`config.mk`:
```
export PLATFORM = sky130hd
export DESIGN_NAME = cordic_gain_corrector
export DESIGN_NICKNAME = d
export VERILOG_FILES = /design/src/rtl/cordic_gain_corrector.sv
export SDC_FILE = /design/constraint.sdc
export NUM_CORES = 1
export LEC_CHECK = 0
export ABC_AREA = 1
export CAP_MARGIN = 20
export CORE_ASPECT_RATIO = 2
export CORE_UTILIZATION = 29
export CTS_BUF_LIST = sky130_fd_sc_hd__clkbuf_8 sky130_fd_sc_hd__clkbuf_16
export CTS_CLUSTER_SIZE = 25
export DETAILED_ROUTE_END_ITERATION = 12
export PLACE_DENSITY = 0.49
export SYNTH_ARGS = -nofsm -noshare
export SYNTH_HDL_FRONTEND = slang
export SYNTH_SLANG_ARGS = --single-unit
```
`constraint.sdc`:
```
create_clock -name clk -period 6.4 [get_ports clk]
set_input_delay 1.28 -clock clk [delete_from_list [all_inputs] [get_ports clk]]
set_output_delay 1.28 -clock clk [all_outputs]
set_load 0.005 [all_outputs]
```
`src/rtl/cordic_gain_corrector.sv`:
```
// Scales raw sign-magnitude CORDIC x/y by the gain-compensation constant K
// using a bit-serial shift-add multiplier, returning rounded two's-complement cos/sin.
//
// state | meaning
// IDLE  | ready for a new x/y pair
// MUL   | one coefficient bit per cycle, LSB first, x and y in parallel
// FINAL | round, apply sign, saturate, register results
// HOLD  | result presented until out_ready
module cordic_gain_corrector #(
  parameter int DATA_W = 12,
  parameter int COEF_W = 12,
  parameter int K_COEF = 2487
) (
  input  logic              clk,
  input  logic              reset,
  input  logic [DATA_W-1:0] x_in,
  input  logic [DATA_W-1:0] y_in,
  input  logic              in_valid,
  output logic              in_ready,
  output logic [DATA_W-1:0] cos_out,
  output logic [DATA_W-1:0] sin_out,
  output logic              out_valid,
  input  logic              out_ready
);

  localparam int MAG_W = DATA_W - 1;
  localparam int ACC_W = MAG_W + COEF_W + 1;
  localparam int CNT_W = (COEF_W > 1) ? $clog2(COEF_W) : 1;

  localparam logic [COEF_W-1:0] K_BITS   = COEF_W'(K_COEF);
  localparam logic [CNT_W-1:0]  CNT_LOAD = CNT_W'(COEF_W - 1);
  localparam logic [ACC_W-1:0]  RND_HALF = ACC_W'(1) << (COEF_W - 1);
  localparam logic [DATA_W-1:0] POS_MAX  = {1'b0, {(DATA_W-1){1'b1}}};
  localparam logic [DATA_W-1:0] NEG_MIN  = {1'b1, {(DATA_W-1){1'b0}}};

  typedef enum logic [1:0] {IDLE, MUL, FINAL, HOLD} state_t;

  state_t             state_q, state_d;
  logic [CNT_W-1:0]   cnt_q, cnt_d;
  logic               sx_q, sx_d, sy_q, sy_d;
  logic [MAG_W-1:0]   mx_q, mx_d, my_q, my_d;
  logic [ACC_W-1:0]   accx_q, accx_d, accy_q, accy_d;
  logic [DATA_W-1:0]  cos_q, cos_d, sin_q, sin_d;
  logic               vld_q, vld_d;

  logic [CNT_W-1:0]   bit_idx;
  logic [ACC_W-1:0]   addx, addy;

  // Round half up, then restore the sign; a magnitude that rounds to zero stays +0.
  function automatic logic [DATA_W-1:0] finish(input logic sign, input logic [ACC_W-1:0] acc);
    logic [ACC_W-1:0]  sum;
    logic [DATA_W-1:0] rnd;
    logic [DATA_W-1:0] res;
    sum = acc + RND_HALF;
    rnd = sum[ACC_W-1:COEF_W];
    if (rnd == '0)
      res = '0;
    else if (!sign)
      res = (rnd > POS_MAX) ? POS_MAX : rnd;
    else
      res = (rnd > NEG_MIN) ? NEG_MIN : (~rnd + 1'b1);
    return res;
  endfunction

  assign bit_idx = CNT_LOAD - cnt_q;
  assign addx    = K_BITS[bit_idx] ? (ACC_W'(mx_q) << bit_idx) : '0;
  assign addy    = K_BITS[bit_idx] ? (ACC_W'(my_q) << bit_idx) : '0;

  always_comb begin
    state_d = state_q;
    cnt_d   = cnt_q;
    sx_d    = sx_q;
    sy_d    = sy_q;
    mx_d    = mx_q;
    my_d    = my_q;
    accx_d  = accx_q;
    accy_d  = accy_q;
    cos_d   = cos_q;
    sin_d   = sin_q;
    vld_d   = vld_q;

    unique case (state_q)
      IDLE: begin
        if (in_valid) begin
          sx_d    = x_in[DATA_W-1];
          sy_d    = y_in[DATA_W-1];
          mx_d    = x_in[MAG_W-1:0];
          my_d    = y_in[MAG_W-1:0];
          accx_d  = '0;
          accy_d  = '0;
          cnt_d   = CNT_LOAD;
          state_d = MUL;
        end
      end
      MUL: begin
        accx_d = accx_q + addx;
        accy_d = accy_q + addy;
        if (cnt_q == '0)
          state_d = FINAL;
        else
          cnt_d = cnt_q - 1'b1;
      end
      FINAL: begin
        cos_d   = finish(sx_q, accx_q);
        sin_d   = finish(sy_q, accy_q);
        vld_d   = 1'b1;
        state_d = HOLD;
      end
      HOLD: begin
        if (out_ready) begin
          vld_d   = 1'b0;
          state_d = IDLE;
        end
      end
      default: state_d = IDLE;
    endcase
  end

  always_ff @(posedge clk or negedge reset) begin
    if (!reset) begin
      state_q <= IDLE;
      cnt_q   <= '0;
      sx_q    <= 1'b0;
      sy_q    <= 1'b0;
      mx_q    <= '0;
      my_q    <= '0;
      accx_q  <= '0;
      accy_q  <= '0;
      cos_q   <= '0;
      sin_q   <= '0;
      vld_q   <= 1'b0;
    end else begin
      state_q <= state_d;
      cnt_q   <= cnt_d;
      sx_q    <= sx_d;
      sy_q    <= sy_d;
      mx_q    <= mx_d;
      my_q    <= my_d;
      accx_q  <= accx_d;
      accy_q  <= accy_d;
      cos_q   <= cos_d;
      sin_q   <= sin_d;
      vld_q   <= vld_d;
    end
  end

  assign in_ready  = (state_q == IDLE);
  assign cos_out   = cos_q;
  assign sin_out   = sin_q;
  assign out_valid = vld_q;

endmodule
```
== After elaboration in Yosys (flattened, before gate mapping) ==
Memories as Yosys holds them, arrays and structs flattened.
Cells that the tools add are included.

* $add $sub $neg: 8
* $mul: 0
* Divide/modulo/power cells: 0
* $lt $le $gt $ge: 5
* Equality and inequality tests: 7
* Shift operators: 2
* Mux-type cells: 23
* Bitwise operators: 2
* Reductions and logical operators: 11

{| class="wikitable"
|+ Operator list
! kind !! number
|-
| $mux W12 || 8
|-
| $pmux W24 S2 || 2
|-
| $mux W24 || 3
|-
| $add A24 B12 Y24 const B || 2
|-
| $add A24 B24 Y24 || 2
|-
| $shl A11 B4 Y24 || 2
|-
| $add A12 B1 Y12 const B || 2
|-
| $gt A12 B11 Y1 const B || 2
|-
| $gt A12 B12 Y1 const B || 2
|-
| $logic_not A12 Y1 || 2
|-
| $not A12 Y12 || 2
|-
| $mux W4 || 2
|-
| $ne A2 B2 Y1 const B || 4
|-
| $pmux W2 S4 || 1
|-
| $pmux W4 S2 || 1
|-
| $mux W2 || 3
|-
| $reduce_and A2 Y1 || 3
|-
| $reduce_and A3 Y1 || 2
|-
| $lt A4 B5 Y1 const B || 1
|-
| $eq A2 B2 Y1 const B || 2
|-
| $logic_not A4 Y1 || 1
|-
| $reduce_bool A2 Y1 || 2
|-
| $sub A4 B1 Y4 const B || 1
|-
| $sub A4 B4 Y4 const A || 1
|-
| 4 further kinds || 5
|}

* Bits in registers: 103
* Bits in latches: 0
* Bits in writable memories: 0
* Bits in read-only memories: 16
* Input port bits: 28
* Output and inout port bits: 26
* Logic and storage cells: 70
* Memories: 1

{| class="wikitable"
|+ Memory list
! memory !! words !! bits a word !! read ports !! clocked after Yosys merged registers in !! wr ports !! line !! text
|-
| (name not given) || 16 || 1 || 1 || 0 || 0 || 67 || <nowiki>assign addy = K_BITS[bit_idx] ? (ACC_W'(my_q) << bit_idx) : '0;</nowiki>
|}

== Longest topological paths before layout ==
Gate-level depths: netlist of run 1.

* Depth after elaboration: 6
* Depth in mapped cells: 24
* Mapped depth without buffers: 19

== Worst setup path before layout of run 1 ==
OpenSTA, ideal clock, no wires.

* Kind: register -> register
* Start: register cnt_q[2]
* End: register accx_q[6]
* Setup time: 0.122 ns
* Data arrival time: 3.585 ns
* Setup slack: 2.694 ns
* Stages on the path, launching flop included: 18
* Buffers on the path: 5
* Cells stage by stage: dfrtp_1 buf_2 inv_1 clkbuf_1 clkbuf_1 ha_1 clkbuf_1 clkinv_1 clkbuf_1 nor2_1 ha_1 fa_1 nand2_1 nand2_1 o21ai_0 o21ai_0 or2_2 a32o_1

* Cells in the longest elaborated chain, start to end: 6
* Elaborated cells between the ends (all ways): 7
* Those cells by class: add/sub (2); shift (1); mux (3); memory (1)

{| class="wikitable"
|+ Ends and longest elaborated chain
! element !! line !! text
|-
| start: declaration || 39 || <nowiki>logic [CNT_W-1:0] cnt_q, cnt_d;</nowiki>
|-
| start signal: assignment || 134 || <nowiki>cnt_q <= cnt_d;</nowiki>
|-
| $sub A4 B4 Y4 * || 65 || <nowiki>assign bit_idx = CNT_LOAD - cnt_q;</nowiki>
|-
| $mem_v2 Z16 W1 || n/a ||
|-
| $mux W1 || n/a ||
|-
| $mux W24 * || 66 || <nowiki>assign addx = K_BITS[bit_idx] ? (ACC_W'(mx_q) << bit_idx) : '0;</nowiki>
|-
| $add A24 B24 Y24 * || 96 || <nowiki>accx_d = accx_q + addx;</nowiki>
|-
| $pmux W24 S2 * || 82 || <nowiki>unique case (state_q)</nowiki>
|-
| end signal: assignment || 127 || <nowiki>accx_q <= '0;</nowiki>
|-
| end signal: assignment || 139 || <nowiki>accx_q <= accx_d;</nowiki>
|-
| end: declaration || 42 || <nowiki>logic [ACC_W-1:0] accx_q, accx_d, accy_q, accy_d;</nowiki>
|}

Every way passes the cells marked *; elsewhere a longest branch is shown, timed or not. The select of a mux whose other input is x is not followed.
A chain may end at the register's enable or synchronous reset.

== Worst setup path in the final report of run 1 ==
* Start: register cnt_q[2]
* End: register accx_q[17]

The elaborated chain is that of the path after synthesis.

==> results of run 1 <==
-- per-stage QoR --
stage	area, um2	power, uW	util	hold slack, ns	worst slack (ns)
global placement	10400	5480	0.323	0.464	1.55
detailed placement	10400	5510	0.323	0.467	1.44
finish	10700	6080	0.333	0.481	1.38
global route	10700	6740	0.333	0.497	0.885
floorplan	9510	4250	-	0.455	2.69
CTS	10700	6140	0.333	0.488	1.41
-- worst max-delay path: cells and delay by family (launching register included) --
| family | cells | cell delay (ns) |
|---|---|---|
| compound gates | 4 | 1.11 |
| fa+ha+maj | 2 | 1.02 |
| buf+inv | 3 | 0.98 |
| simple gates | 8 | 0.96 |
| flops | 1 | 0.83 |
-- how the worst max path moves through the flow --
stage / from / endpoint / slack, ns / depth (start not counted)
floorplan: cnt_q[2]$_DFFE_PN0P_ / accx_q[6]$_DFFE_PN0P_ / 2.69 / 17
global placement: cnt_q[2]$_DFFE_PN0P_ / accx_q[17]$_DFFE_PN0P_ / 1.55 / 17
detailed placement: cnt_q[2]$_DFFE_PN0P_ / accx_q[17]$_DFFE_PN0P_ / 1.44 / 17
CTS: cnt_q[2]$_DFFE_PN0P_ / accx_q[17]$_DFFE_PN0P_ / 1.41 / 17
global route: cnt_q[2]$_DFFE_PN0P_ / accx_q[17]$_DFFE_PN0P_ / 0.88 / 17
finish: cnt_q[2]$_DFFE_PN0P_ / accx_q[17]$_DFFE_PN0P_ / 1.38 / 17
-- layout make-up --
| class | instances | area (um2) | area share |
|---|---|---|---|
| Multi-Input combinational cell | 1217 | 6230 | 0.581 |
| Clock inverter | 6 | 61.3 | 0.00572 |
| Timing Repair Buffer | 58 | 566 | 0.0527 |
| Clock buffer | 10 | 239 | 0.0223 |
| Sequential cell | 103 | 2580 | 0.240 |
| Inverter | 136 | 510 | 0.0476 |
| Tap cell | 427 | 534 | 0.0498 |
-- power by group --
group / switching (uW) / total (uW) / internal, uW
clock network: 281 / 593 / 312
logic: 2840 / 4250 / 1410
registers: 317 / 1240 / 924
-- cells in the mapped netlist (10+ instances only) --
master	number	area [um2]
a21oi_1	88	440
buf_2	10	50.1
clkbuf_1	24	90.1
dfrtp_1	103	2580
ha_1	59	738
inv_1	122	458
inv_2	11	41.3
nand2_1	510	1910
nand2_2	24	150
nand3_1	105	526
nand4_1	34	213
nor2_1	136	510
nor2_4	12	135
nor3_1	16	80.1
o21ai_0	125	626
xor2_1	13	114
-- sequential cells by signal, summed over array words and instances, names as in the netlist --
| signal | flops |
|---|---|
| mx_q | 11 |
| sin_out | 12 |
| cos_out | 12 |
| out_valid | 1 |
| my_q | 11 |
| accx_q | 24 |
| sy_q | 1 |
| cnt_q | 4 |
| sx_q | 1 |
| state_q | 2 |
| accy_q | 24 |
-- routing by layer --
layer | share of wire | routed length [um] | track usage
met1 | 0.37 | 11400 | 0.192
met3 | 0.021 | 633 | 0.0157
met2 | 0.57 | 17600 | 0.387
met5 | 0 | 0 | 0
met4 | 0.041 | 1270 | 0.105
-- logic make-up after synthesis --
family / count (synthesis) / synth area share
AO/OA/AOI/OAI: 267 / 0.153
XOR/XNOR: 16 / 0.0155
adder cells (fa/ha/maj): 61 / 0.0819
buffers and inverters: 179 / 0.0740
flip-flops: 103 / 0.271
multiplexers: 4 / 0.00421
AND/OR/NAND/NOR: 869 / 0.400
==> impl_metrics.tcl, run 1 <==
set metrics [dict create \
    outcome "completed" \
    min_path_cells 2 \
    ant_nets 0 \
    cts_setup_buffers 0 \
    crit_path_cell_trace "inv_1 > ha_1 > nor2_1 > inv_1 > nand2_1 > o21ai_0 > a21oi_1 > ha_1 > nand2_1 > nor2_1 > nand2_1 > o21ai_0 > a21oi_1 > inv_1 > nand2_1 > nand3_1 > nand2_1" \
    fmax_ghz 0.199 \
    finalSetupTns_ns 0 \
    rr_worst_depth 17 \
    final_common_cell "nand2_1" \
    io_pins 54 \
    cts.clk_slew.worst_paths_ns 0.08 \
    netlist_area_mm2 0.00951 \
    syn_to_final_growth_pct 12.8 \
    min_path_type "register to register" \
    synth-seq-area-share 0.271 \
    required_ns 6.68 \
    rr_endpoint "accx_q[17]$_DFFE_PN0P_" \
    setup_viol 0 \
    numCtsBuffers 9 \
    core_area_mm2 0.0322 \
    synthFlopType "dfrtp_1" \
    synth-seq-cells 103 \
    tightestPinTransition_ns 1.02 \
    hold_buffers 0 \
    drt-initial-drc-count 387 \
    syn_inst 1499 \
    wl_um 30900 \
    grt_overflow 0 \
    crit_arrival_ns 5.30 \
    crit_path_top_delay_cell "dfrtp_1" \
    end_kind "register" \
    reg2reg_from "cnt_q[2]$_DFFE_PN0P_" \
    path_common_cell "nand2_1" \
    dp_hpwl_um 25000 \
    timing.critical_path.slowest_cell_delay_ns 0.83 \
    grt_setup_unrepaired "no" \
    yosysWarnings 0 \
    root_buffer "clkbuf_16" \
    power_density_mw_per_mm2 567 \
    r2r_slack_ns 1.38 \
    htree_levels 3 \
    syn-num-nets 1588 \
    antenna_found_initial 0 \
    crit_type "register to register" \
    antennaDiodeCount 0 \
    drive_above_1_share 0.0621 \
    postSynth.asyncResetShare 1.00 \
    ir_drop_v 0.000247 \
    period_share 0.784 \
    vias 9570 \
    finalHoldViolCount 0 \
    drv_cap 0 \
    wl_per_cell_um 15.8 \
    hold_start "sin_out[7]$_DFFE_PN0P_" \
    via_per_inst 4.89 \
    insertion_delay_ns 0.39 \
    drt-pass1-iter-count 6 \
    nets 1614 \
    nFillCells 3627 \
    leakage_uw 0.00532 \
    clk_path_buf_depth 2 \
    layout_common_cells "nand2_1 (510), nor2_1 (135), o21ai_0 (125)" \
    die_h_um 258 \
    skew_ns 0.0107 \
    gp_congestion 0.939 \
    crit_fanout 28 \
    fin_cells 1957 \
    synth-edff-count 0 \
    initial_utilization 0.295 \
    chipWidth_um 130 \
    grt_max_degree 53 \
    whs_endpoint "sin_out[7]$_DFFE_PN0P_" \
    cts_tree "done" \
    first_global_vias 9384 \
    grt_first_pass_wirelength_um 49900 \
    avgSynthCellArea_um2 6.34 \
    drv_slew 0 \
    num_rows 93 \
    cp-start-kind "register" \
    cts_resized 0 \
    track_usage 0.195 \
    slew-limit-headroom 0.320 \
    clkSinkCount 103 \
    dieArea_mm2 0.0336 \
    synth_cell_type_count 47 \
    drcViolationCount 0 \
    dp.cells 1941 \
    port_buffers 53 \
    fin_crit_ns 5.02 \
]
No activity file was read; power rests on OpenSTA's default activity.
==> run 2, diff against run 1 <==
clock period = 4.8 ns   (was 6.4 ns; I/O delays follow)
==> impl_metrics.tcl, run 2 (same netlist as run 1, synthesis figures left out) <==
set metrics [dict create \
    leakage_uw 0.00541 \
    dp.cells 1954 \
    numCtsBuffers 9 \
    grt_setup_unrepaired "no" \
    num_rows 93 \
    skew_ns 0.00895 \
    antenna_found_initial 0 \
    grt_overflow 0 \
    drcViolationCount 0 \
    drive_above_1_share 0.0693 \
    fmax_ghz 0.244 \
    grt_max_degree 41 \
    cts_setup_buffers 0 \
    setup_viol 0 \
    htree_levels 3 \
    finalHoldViolCount 0 \
    ant_nets 0 \
    first_global_vias 9627 \
    crit_path_cell_trace "inv_1 > ha_1 > nor2_1 > inv_1 > nand2_1 > buf_4 > inv_1 > a21oi_1 > ha_1 > a21oi_1 > o21ai_0 > a21oi_1 > o21ai_0 > a21oi_1 > inv_1 > nand2_1 > nand3_1 > nand2_1" \
    whs_endpoint "cos_out[7]$_DFFE_PN0P_" \
    rr_worst_depth 18 \
    nets 1627 \
    hold_buffers 0 \
    min_path_type "register to register" \
    tightestPinTransition_ns 0.758 \
    reg2reg_from "cnt_q[1]$_DFFE_PN0P_" \
    slew-limit-headroom 0.495 \
    top_regs "accx_q (24), accy_q (24)" \
    syn_to_final_growth_pct 14.0 \
    cts_tree "done" \
    chipWidth_um 130 \
    cts.clk_slew.worst_paths_ns 0.07 \
    insertion_delay_ns 0.38 \
    dieArea_mm2 0.0336 \
    final_common_cell "nand2_1" \
    clk_path_buf_depth 2 \
    timing.critical_path.slowest_cell_delay_ns 0.74 \
    drv_slew 0 \
    drv_cap 0 \
    crit_arrival_ns 4.43 \
    hold_start "cos_out[7]$_DFFE_PN0P_" \
    crit_type "register to register" \
    period_share 0.855 \
    crit_path_top_delay_cell "dfrtp_1" \
    die_h_um 258 \
    fin_crit_ns 4.10 \
    vias 9573 \
    total_power_uw 8270 \
    wl_um 31400 \
    end_kind "register" \
    clkSinkCount 103 \
    outcome "completed" \
    drt-initial-drc-count 399 \
    ir_drop_v 0.000343 \
    r2r_slack_ns 0.70 \
    grt_first_pass_wirelength_um 50600 \
    io_pins 54 \
    dp_hpwl_um 25600 \
    gp_congestion 0.898 \
    finalSetupTns_ns 0 \
    fin_cells 1970 \
    min_path_cells 2 \
    required_ns 5.13 \
    initial_utilization 0.295 \
    port_buffers 53 \
    crit_fanout 21 \
    wl_per_cell_um 16.0 \
    core_area_mm2 0.0322 \
    rr_endpoint "accy_q[21]$_DFFE_PN0P_" \
    antennaDiodeCount 0 \
    track_usage 0.198 \
    layout_common_cells "nand2_1 (510), nor2_1 (135), o21ai_0 (125)" \
    via_per_inst 4.86 \
    root_buffer "clkbuf_16" \
    cts_resized 0 \
    drt-pass1-iter-count 5 \
    power_density_mw_per_mm2 763 \
    cp-start-kind "register" \
]
==> run 2: critical path: cells and delay by family (launching register included) <==
kind,cells,cell delay (ns)
AOI/OAI and AO/OA,6,1.18
buffers and inverters,5,0.77
DFF,1,0.74
adders and majority gates,2,0.68
and+or+nand+nor,5,0.67
==> run 2: worst max-delay path by stage <==
stage	slack, ns	cells after the start	from	endpoint
6_report	0.70	18	cnt_q[1]$_DFFE_PN0P_	accy_q[21]$_DFFE_PN0P_
5_1_grt	0.24	18	cnt_q[0]$_DFFE_PN0P_	accx_q[21]$_DFFE_PN0P_
4_1_cts	0.73	18	cnt_q[1]$_DFFE_PN0P_	accy_q[21]$_DFFE_PN0P_
3_5_place_dp	0.75	17	cnt_q[1]$_DFFE_PN0P_	accy_q[21]$_DFFE_PN0P_
3_3_place_gp	0.83	17	cnt_q[0]$_DFFE_PN0P_	accx_q[20]$_DFFE_PN0P_
2_1_floorplan	1.09	17	cnt_q[2]$_DFFE_PN0P_	accx_q[6]$_DFFE_PN0P_
==> run 2: routing by layer <==
layer  share of wire  global-route usage  up-vias  wire (um)
met2            0.57               0.399      152      18100
met1            0.37               0.193     4353      11500
met3           0.019              0.0174       50        611
met4           0.040              0.0988        0       1270
li1                -                   -     5018          -
met5               0                   0        -          0
==> run 2: area by class of cell <==
cell class / count / area [um2]
fillers: 3593 / 21400
multi-input cells: 1217 / 6230
flip-flops and latches: 103 / 2580
repair buffers: 71 / 663
well taps: 427 / 534
inverters: 136 / 510
clock buffers: 11 / 253
clock inverters: 5 / 72.6
==> run 2: power by group <==
group	switching, uW	internal, uW	total [uW]
clock	364	481	845
combinational	3840	1950	5790
sequential	396	1230	1630
total	4610	3660	8270
==> run 2: stage by stage <==
stage | area [um2] | hold WS, ns | utilization | worst slack (ns)
after floorplan | 9510 | 0.455 | - | 1.09
after global placement | 10500 | 0.463 | 0.326 | 0.830
after detailed placement | 10500 | 0.465 | 0.326 | 0.752
after CTS | 10800 | 0.485 | 0.336 | 0.727
after global routing | 10800 | 0.499 | 0.336 | 0.245
final | 10800 | 0.478 | 0.336 | 0.697
